`config.mk`:
```
export PLATFORM = sky130hd
export DESIGN_NAME = clock_gen
export DESIGN_NICKNAME = d
export VERILOG_FILES = /design/src/rtl/clock_gen.sv
export SDC_FILE = /design/constraint.sdc
export NUM_CORES = 1
export LEC_CHECK = 0
export ABC_AREA = 1
export BUFFER_PORTS_ARGS = -buffer_cell sky130_fd_sc_hd__buf_4
export CAP_MARGIN = 30
export CORE_ASPECT_RATIO = 0.5
export CORE_MARGIN = 2
export CORE_UTILIZATION = 45
export DETAILED_ROUTE_END_ITERATION = 7
export SLEW_MARGIN = 20
export SYNTH_ARGS = -nofsm -noshare
export SYNTH_HDL_FRONTEND = slang
export SYNTH_SLANG_ARGS = --single-unit
```
`constraint.sdc`:
```
create_clock -name c -period 2.6 [get_ports c]
set_input_delay 0.52 -clock c [delete_from_list [all_inputs] [get_ports c]]
set_output_delay 0.52 -clock c [all_outputs]
set_load 0.05 [all_outputs]
```
`src/rtl/clock_gen.sv`:
```
// Programmable glitch-free clock divider: clk_out half-period = div_ratio cycles of c.
// Define CLOCK_GEN_RISE_CNT_EN to add a 32-bit counter of clk_out rising edges.
module clock_gen #(
    parameter int DIV_W       = 8,
    parameter int DEFAULT_DIV = 1
) (
    input  logic             c,
    input  logic             rst_n,
    input  logic             en,
    input  logic [DIV_W-1:0] div_ratio,
    output logic             clk_out,
    output logic             rise_stb,
    output logic             fall_stb,
`ifdef CLOCK_GEN_RISE_CNT_EN
    output logic [31:0]      rise_cnt,
`endif
    output logic             running
);

    localparam logic [DIV_W-1:0] DEF_DIV = DIV_W'(DEFAULT_DIV);

    logic [DIV_W-1:0] cnt_q, cnt_d;
    logic [DIV_W-1:0] active_div_q, active_div_d;
    logic             clk_q, clk_d;
    logic             rise_q, rise_d;
    logic             fall_q, fall_d;
    logic             run_q, run_d;
    logic             term;
    logic             stop_req;

    always_comb begin
        // A high phase that latched a zero ratio ends on the next edge rather than wrapping.
        term     = (active_div_q == '0) || (cnt_q == active_div_q - DIV_W'(1));
        stop_req = !en || (active_div_q == '0);

        cnt_d        = cnt_q;
        active_div_d = active_div_q;
        clk_d        = clk_q;
        rise_d       = 1'b0;
        fall_d       = 1'b0;
        run_d        = run_q;

        if (!clk_q && stop_req) begin
            // Parked low: hold at phase start, follow the requested ratio.
            cnt_d        = '0;
            active_div_d = div_ratio;
            run_d        = 1'b0;
        end else if (term) begin
            cnt_d        = '0;
            active_div_d = div_ratio;
            clk_d        = !clk_q;
            rise_d       = !clk_q;
            fall_d       = clk_q;
            run_d        = !clk_q ? 1'b1 : (en && (div_ratio != '0));
        end else begin
            cnt_d = cnt_q + DIV_W'(1);
        end
    end

    always_ff @(posedge c or negedge rst_n) begin
        if (!rst_n) begin
            cnt_q        <= '0;
            active_div_q <= DEF_DIV;
            clk_q        <= 1'b0;
            rise_q       <= 1'b0;
            fall_q       <= 1'b0;
            run_q        <= 1'b0;
        end else begin
            cnt_q        <= cnt_d;
            active_div_q <= active_div_d;
            clk_q        <= clk_d;
            rise_q       <= rise_d;
            fall_q       <= fall_d;
            run_q        <= run_d;
        end
    end

    assign clk_out  = clk_q;
    assign rise_stb = rise_q;
    assign fall_stb = fall_q;
    assign running  = run_q;

`ifdef CLOCK_GEN_RISE_CNT_EN
    logic [31:0] rise_cnt_q, rise_cnt_d;

    always_comb begin
        rise_cnt_d = rise_cnt_q;
        if (rise_d) rise_cnt_d = rise_cnt_q + 32'd1;
    end

    always_ff @(posedge c or negedge rst_n) begin
        if (!rst_n) rise_cnt_q <= '0;
        else        rise_cnt_q <= rise_cnt_d;
    end

    assign rise_cnt = rise_cnt_q;
`endif

endmodule

```
# After elaboration in Yosys (flattened, before gate mapping)
# Cells that the tools add are included.
# totals
inputBits,11
reg_bits,20
# classes
n_addsub,2
mux,11
eq_ne,1
reduce_logical,10
n_bitwise,1
# op_table
operator,n
two-way mux 8 bit,4
adder 8 x 1 -> 8 bit (second input constant),1
equality test 8 bit,1
zero test 8 bit,1
nonzero test 8 bit,1
subtractor 8 x 1 -> 8 bit (second input constant),1
two-way mux 1 bit,7
logical AND 1 bit,2
zero test 1 bit,2
logical OR 1 bit,2
AND reduction 2 bit,1
nonzero test 2 bit,1
NOT 1 bit,1

# Logic depth before layout (Yosys ltp)
# Gate-level depths: netlist of the first run.
# logic_depth
word_depth,5
ltp_mapped,13
mapped_depth_nobuf,13

# Worst setup path before layout of the first run
# OpenSTA, ideal clock, no wires.
# synth_timing
kind,register to register
startpoint,reg active_div_q[0]
endpoint,reg cnt_q[0]
path_slack_ns,0.746
required_ns,2.479
arrival_time_ns,1.733
stages_incl_launch_ff,11
path_cell_list,dfstp_2 inv_1 ha_1 or2_1 nand3b_1 nand3_1 nor2_2 nand3_2 nand3_4 buf_12 nor2_1
# synth_via
elab_chain_len,5
word_cells_on_any_way,8
classes_between,1 x add/sub; 1 x eq/ne; 2 x mux; 4 x reduce/logical
# synth_rtl
element,line,text
from (decl),23,"logic [DIV_W-1:0] active_div_q, active_div_d;"
from (signal assigned),70,active_div_q <= active_div_d;
subtractor 8 x 1 -> 8 bit,33,term = (active_div_q == '0) || (cnt_q == active_div_q - DIV_W'(1));
equality test 8 bit,33,
logical OR 1 bit,33,
two-way mux 8 bit,48,end else if (term) begin
two-way mux 8 bit *,43,if (!clk_q && stop_req) begin
net cnt_d[0],22,"logic [DIV_W-1:0] cnt_q, cnt_d;"
to (signal assigned),69,cnt_q <= cnt_d;
to (decl),22,
# The timed path passes the listed nets; every way through them passes the cells marked *.
# A chain may end at the register's enable or synchronous reset.

# Worst setup path in the final report of the first run
# layout_timing
startpoint,reg active_div_q[0]
endpoint,reg active_div_q[0]
# layout_via
elab_chain_len,4
word_cells_on_any_way,8
classes_between,1 x add/sub; 1 x eq/ne; 1 x mux; 5 x reduce/logical
# layout_rtl
element,line
subtractor 8 x 1 -> 8 bit / zero test 8 bit (equally long branches),"33, 34"
equality test 8 bit / logical OR 1 bit (equally long branches),"33, 34"
logical OR 1 bit / logical AND 1 bit (equally long branches),"33, 43"
nonzero test 2 bit (no source line) / two-way mux 8 bit (equally long branches),n/a
# Several ways; a longest one is shown, not always the timed one.

==> qor.yml, run 1 <==
run_status:
  status: "complete, no violations"
cts:
  worst_skew_pair.late_latency_ps: 260
  cts_tree: "yes"
  cts_resized: 0
  clock-sinks: 20
  post_cts_buffers: 0
  holdBufCountCts: 0
  path_clk_slew_ps: 70
  clockRootBuffer: "clkbuf_8"
  h-tree-depth: 1
  clockBufferDepth: 2
  cts_buffers: 3
setup_path:
  crit_end: "active_div_q[0]$_DFFE_PN1P_"
  r2r_cells: 10
  critPathArrivalTime_ps: 2380
  r2r-end: "active_div_q[0]$_DFFE_PN1P_"
  required_ps: 2800
  critPathLaunchType: "register"
  cp-end-kind: "register"
  regToRegSetupSlack_ps: 420
  crit_start: "active_div_q[0]$_DFFE_PN1P_"
  regToRegStartpoint: "active_div_q[0]$_DFFE_PN1P_"
  crit_type: "reg2reg"
  critPathMaxFanout: 15
synthesis:
  yosys-top-cells-area: "dfrtp_1 (38%), nand2_1 (16%), nand4_1 (5.5%)"
  synth.cell_area_um2: 1250
  synth_warnings: 0
  synth_cells: 162
  synthesis.nets: 176
  ys_seq_elements: 20
  synth_edf_count: 0
  async_flop_share_pct: 100
  synth_top_area_share_pct: 38.1
  syn_area_per_cell_um2: 7.70
  synth_area_leader_cell: "dfrtp_1"
  synth_ff_type: "dfrtp_1"
  synth-seq-area-share_pct: 40.2
  yosysUniqueCellTypes: 26
routing:
  wirelength_um: 2540
  route.detailed.drc: 0
  viasPerCell: 4.85
  initialDrtViolationCount: 30
  drt_first_pass_iters: 4
  ant_nets: 0
  wl_per_cell_um: 11.9
  num_vias: 1038
sta:
  whs_ps: 128
  rsz0062_at_grt: "no"
  fmax_mhz: 459
  slew_violations: 0
  slew_headroom_pct: 79.4
  fin_crit_ps: 2180
  hold_violations: 0
  tightest_slew_ps: 308
  tns_ps: 0
  setup_slack_ps: 421
  fin_crit_sh_pct: 83.8
  setup_viol: 0
  fin_skew_ps: 2.11
placed_design:
  dpl.hpwl_um: 1970
  io_buffers: 14
  gp_congestion: 0.835
  post-place-ws_ps: 432
  place_area_um2: 1370
finish:
  area_growth_pct: 15.2
  antenna_cells: 0
  nets: 192
  final_common_cell: "nand2_1"
  mostFrequentLayoutCells: "nand2_1 (53), dfrtp_1 (19), buf_4 (15)"
  fillers: 254
  drive_above_1_share_pct: 20.9
  stdcell_area_um2: 1440
power_and_ir_drop:
  leakagePower_nw: 0.739
  powerDensity_nw_per_um2: 1090
  vdd_ir_drop_max_v: 0.000816
grt:
  antenna_found_initial: 0
  overflow: 0
  track_usage_pct: 17.7
  grt_pass1_wl_um: 4130
  grt_max_degree: 21
  grt_pass1_vias: 901
job:
  cap_violations: 0
floorplanning:
  die_y_um: 41.2
  core_region_area_um2: 2620
  start_util_pct: 47.6
  fp-row-count: 13
  die_area_um2: 3230
  io_pins: 15
  dieWidth_um: 78.5
worst_hold_path:
  hold_path_class: "in2async"
[flip-flops by register name, indices dropped and copies added (netlist names)]
name / cells
rise_stb: 1
cnt_q: 8
clk_out: 1
active_div_q: 8
running: 1
fall_stb: 1
[where the power goes]
part	internal (mW)	total [mW]	switching (mW)	leakage (nW)
logic	0.270	0.716	0.446	0.444
registers	0.413	0.543	0.130	0.259
clock network	0.205	0.306	0.101	0.0357
[synthesized netlist by cell type (2+ instances only)]
cell,instances
xor2_1,4
nand3_1,10
nand4_1,11
nand3_2,2
nor2_1,14
nor2_2,3
nor4_1,2
nand2_1,53
xnor2_1,5
ha_1,3
nand3b_1,2
dfrtp_1,19
nand2_2,7
inv_2,3
inv_1,13
[logic make-up after synthesis]
| family | share of synthesized area [%] |
|---|---|
| fa+ha+maj | 3.01 |
| flops | 40.2 |
| compound gates | 0.802 |
| simple gates | 41.6 |
| xor+xnor | 6.32 |
| buf+inv | 8.02 |
[stage by stage]
stage / power [mW] / utilization [%] / cells
2_1_floorplan: 1.12 / - / 162
3_3_place_gp: 1.26 / 52.2 / 210
3_5_place_dp: 1.27 / 52.2 / 210
4_1_cts: 1.58 / 54.9 / 214
5_1_grt: 1.71 / 54.9 / 214
6_report: 1.57 / 54.9 / 214
[final cells by class]
type | count | area, um2 | share of cell area, %
multi-input cells | 122 | 646 | 44.9
flip-flops and latches | 20 | 502 | 34.9
well taps | 37 | 46.3 | 3.22
inverters | 16 | 60.1 | 4.18
clock buffers | 3 | 41.3 | 2.87
repair buffers | 15 | 113 | 7.83
clock inverters | 1 | 30.0 | 2.09
[worst min path at each step]
stage | start | end
final | rst_n | rise_stb$_DFF_PN0_
after global routing | rst_n | active_div_q[1]$_DFFE_PN0P_
after CTS | rst_n | rise_stb$_DFF_PN0_
after detailed placement | rst_n | rise_stb$_DFF_PN0_
after global placement | rst_n | rise_stb$_DFF_PN0_
after floorplan | rst_n | active_div_q[1]$_DFFE_PN0P_
[critical path: stages, from the launching register on]
cell and delay, ps:
dfstp_2 550, inv_1 90, ha_1 270, or2_1 240
nand3b_1 90, nand3_1 80, nor2_2 120, nand3_2 260
nand3_4 270, nand2_1 90, nand2_1 60
[metal layers]
layer | vias to the layer above | part of all wire, % | routed length, um | global-route usage, %
li1 | 550 | - | - | -
met1 | 472 | 54 | 1370 | 24.5
met2 | 14 | 42 | 1060 | 28.7
met3 | 2 | 3.7 | 95 | 4.63
met4 | 0 | 0.51 | 13 | 3.95
met5 | - | 0 | 0 | 0
No activity file was read; power rests on OpenSTA's default activity.
==> run 2: changes to the inputs <==
Clock period 2.6 ns to 2.26 ns, I/O delays scaled along.
==> qor.yml, run 2 (same netlist as run 1, synthesis figures left out) <==
routing:
  wirelength_um: 2800  # was 2540 um
  viasPerCell: 5.04  # was 4.85
  wl_per_cell_um: 12.8  # was 11.9 um
  initialDrtViolationCount: 69  # was 30
  ant_nets: 0  # unchanged
  num_vias: 1104  # was 1,038
  drt_first_pass_iters: 4  # unchanged
  route.detailed.drc: 0  # unchanged
power_and_ir_drop:
  pwr-share-seq_pct: 32.9  # was 34.7%
  vdd_ir_drop_max_v: 0.000640  # was 0.000816 V
  p_total_mw: 1.88  # was 1.57 mW
  powerDensity_nw_per_um2: 1260  # was 1090 nW/um2
  leakagePower_nw: 0.765  # was 0.739 nW
  p_switching_uw: 834  # was 677 uW
  pwr-share-comb_pct: 48.0  # was 45.7%
  swShare_pct: 44.2  # was 43.3%
  cellInternalPower_mw: 1.05  # was 888 uW
  p_clk_share_pct: 19.1  # was 19.6%
setup_path:
  cp-end-kind: "register"  # unchanged
  critPathLaunchType: "register"  # unchanged
  regToRegSetupSlack_ps: 200  # was 420 ps
  critPathArrivalTime_ps: 2260  # was 2380 ps
  critPathMaxFanout: 10  # was 15
  r2r-end: "clk_out$_DFFE_PN0P_"  # was active_div_q[0]$_DFFE_PN1P_
  required_ps: 2460  # was 2800 ps
  crit_type: "reg2reg"  # unchanged
  regToRegStartpoint: "active_div_q[0]$_DFFE_PN1P_"  # unchanged
  r2r_cells: 10  # unchanged
cts:
  cts_tree: "yes"  # unchanged
  h-tree-depth: 1  # unchanged
  cts_buffers: 3  # unchanged
  clockRootBuffer: "clkbuf_8"  # unchanged
  worst_skew_pair.late_latency_ps: 260  # about the same
  clock-sinks: 20  # unchanged
  path_clk_slew_ps: 80  # was 70 ps
  clockBufferDepth: 2  # unchanged
grt:
  grt_pass1_wl_um: 4280  # was 4130 um
  grt_busiest_layer: "met2"  # unchanged
  grt_use_met1_pct: 24.3  # was 24.5%
  track_usage_pct: 18.3  # was 17.7%
  grt_max_degree: 21  # unchanged
  grt_pass1_vias: 924  # was 901
  use_met2_pct: 31.5  # was 28.7%
  antenna_found_initial: 0  # unchanged
  use_met3_pct: 5.29  # was 4.63%
  overflow: 0  # unchanged
floorplanning:
  dieWidth_um: 78.5  # unchanged
  fp-row-count: 13  # unchanged
  die_y_um: 41.2  # unchanged
  die_area_um2: 3230  # unchanged
  core_region_area_um2: 2620  # unchanged
  io_pins: 15  # unchanged
  start_util_pct: 47.6  # unchanged
finish:
  drive_above_1_share_pct: 23.6  # was 20.9%
  area_growth_pct: 19.9  # was 15.2%
  final_common_cell: "nand2_1"  # unchanged
  antenna_cells: 0  # unchanged
  nets: 197  # was 192
  mostFrequentLayoutCells: "nand2_1 (53), dfrtp_1 (19), buf_4 (19)"  # was nand2_1 (53), dfrtp_1 (19), buf_4 (15)
  reg.largest.list: "active_div_q x8, cnt_q x8"  # unchanged
sta:
  fmax_mhz: 486  # was 459 MHz
  whs_ps: 50.2  # was 128 ps
  tightest_slew_ps: 334  # was 308 ps
  fin_skew_ps: 1.03  # was 2.11 ps
  rsz0062_at_grt: "no"  # unchanged
  setup_viol: 0  # unchanged
  slew_headroom_pct: 77.7  # was 79.4%
  fin_crit_ps: 2060  # was 2180 ps
  tns_ps: 0  # unchanged
  fin_crit_sh_pct: 91.0  # was 83.8%
  slew_violations: 0  # unchanged
  hold_violations: 0  # unchanged
placed_design:
  gp_congestion: 0.819  # was 0.835
  io_buffers: 14  # unchanged
  dpl.hpwl_um: 2020  # was 1970 um
job:
  cap_violations: 0  # unchanged
run_status:
  status: "complete, no violations"  # unchanged
worst_hold_path:
  hold_path_class: "in2async"  # unchanged
## run 2: power groups by stage
stage | Clock, mW | Combinational, mW | Sequential, mW
2_1_floorplan | 0 | 0.646 | 0.644
3_3_place_gp | 0 | 0.828 | 0.619
3_5_place_dp | 0 | 0.837 | 0.623
4_1_cts | 0.364 | 0.843 | 0.616
5_1_grt | 0.392 | 1.01 | 0.637
6_report | 0.360 | 0.904 | 0.620
## run 2: critical path, stage by stage (launching register included)
cell      delay [ps]
dfstp_2          540
inv_1             90
ha_2             240
or2_1            230
nand3b_1          90
nand3_1           90
nor2_2           160
nand3_4          180
nand2_1          150
nand3_1          120
nand2_1          100
## run 2: how the worst max path moves through the flow
stage	start	to	slack, ps	cells past startpoint
floorplan	active_div_q[0]$_DFFE_PN1P_	cnt_q[0]$_DFF_PN0_	410	10
global placement	active_div_q[0]$_DFFE_PN1P_	active_div_q[2]$_DFFE_PN0P_	140	10
detailed placement	active_div_q[0]$_DFFE_PN1P_	active_div_q[3]$_DFFE_PN0P_	90	10
CTS	active_div_q[0]$_DFFE_PN1P_	active_div_q[3]$_DFFE_PN0P_	60	10
global route	active_div_q[0]$_DFFE_PN1P_	clk_out$_DFFE_PN0P_	40	11
finish	active_div_q[0]$_DFFE_PN1P_	clk_out$_DFFE_PN0P_	200	10
## run 2: routing by layer
metal,vias up,part of all wire [%]
met5,-,0
met4,0,0.54
met3,4,4.6
met2,21,43
met1,519,51
li1,560,-
## run 2: final cells by class
cell class,instances,area [um2]
tap,37,46.3
clock inverter,1,30.0
inverter,16,60.1
multi-input combinational,123,673
timing repair buffer,19,143
fill,254,1120
sequential,20,502
clock buffer,3,41.3
## run 2: metrics by stage
step           setup WS (ps)  area [um2]  cells  util [%]
2_1_floorplan            406        1250    162         -
3_3_place_gp             136        1370    210      52.2
3_5_place_dp            87.5        1370    210      52.2
4_1_cts                 61.9        1440    214      54.9
5_1_grt                 39.2        1500    219      57.1
6_report                 204        1500    219      57.1
## run 2: timing repair
action                                  in CTS  in global routing
setup buffers                                0                  4
endpoints found under the setup margin       0                 19
gates resized for setup                      0                  3
hold buffers                                 0                  0
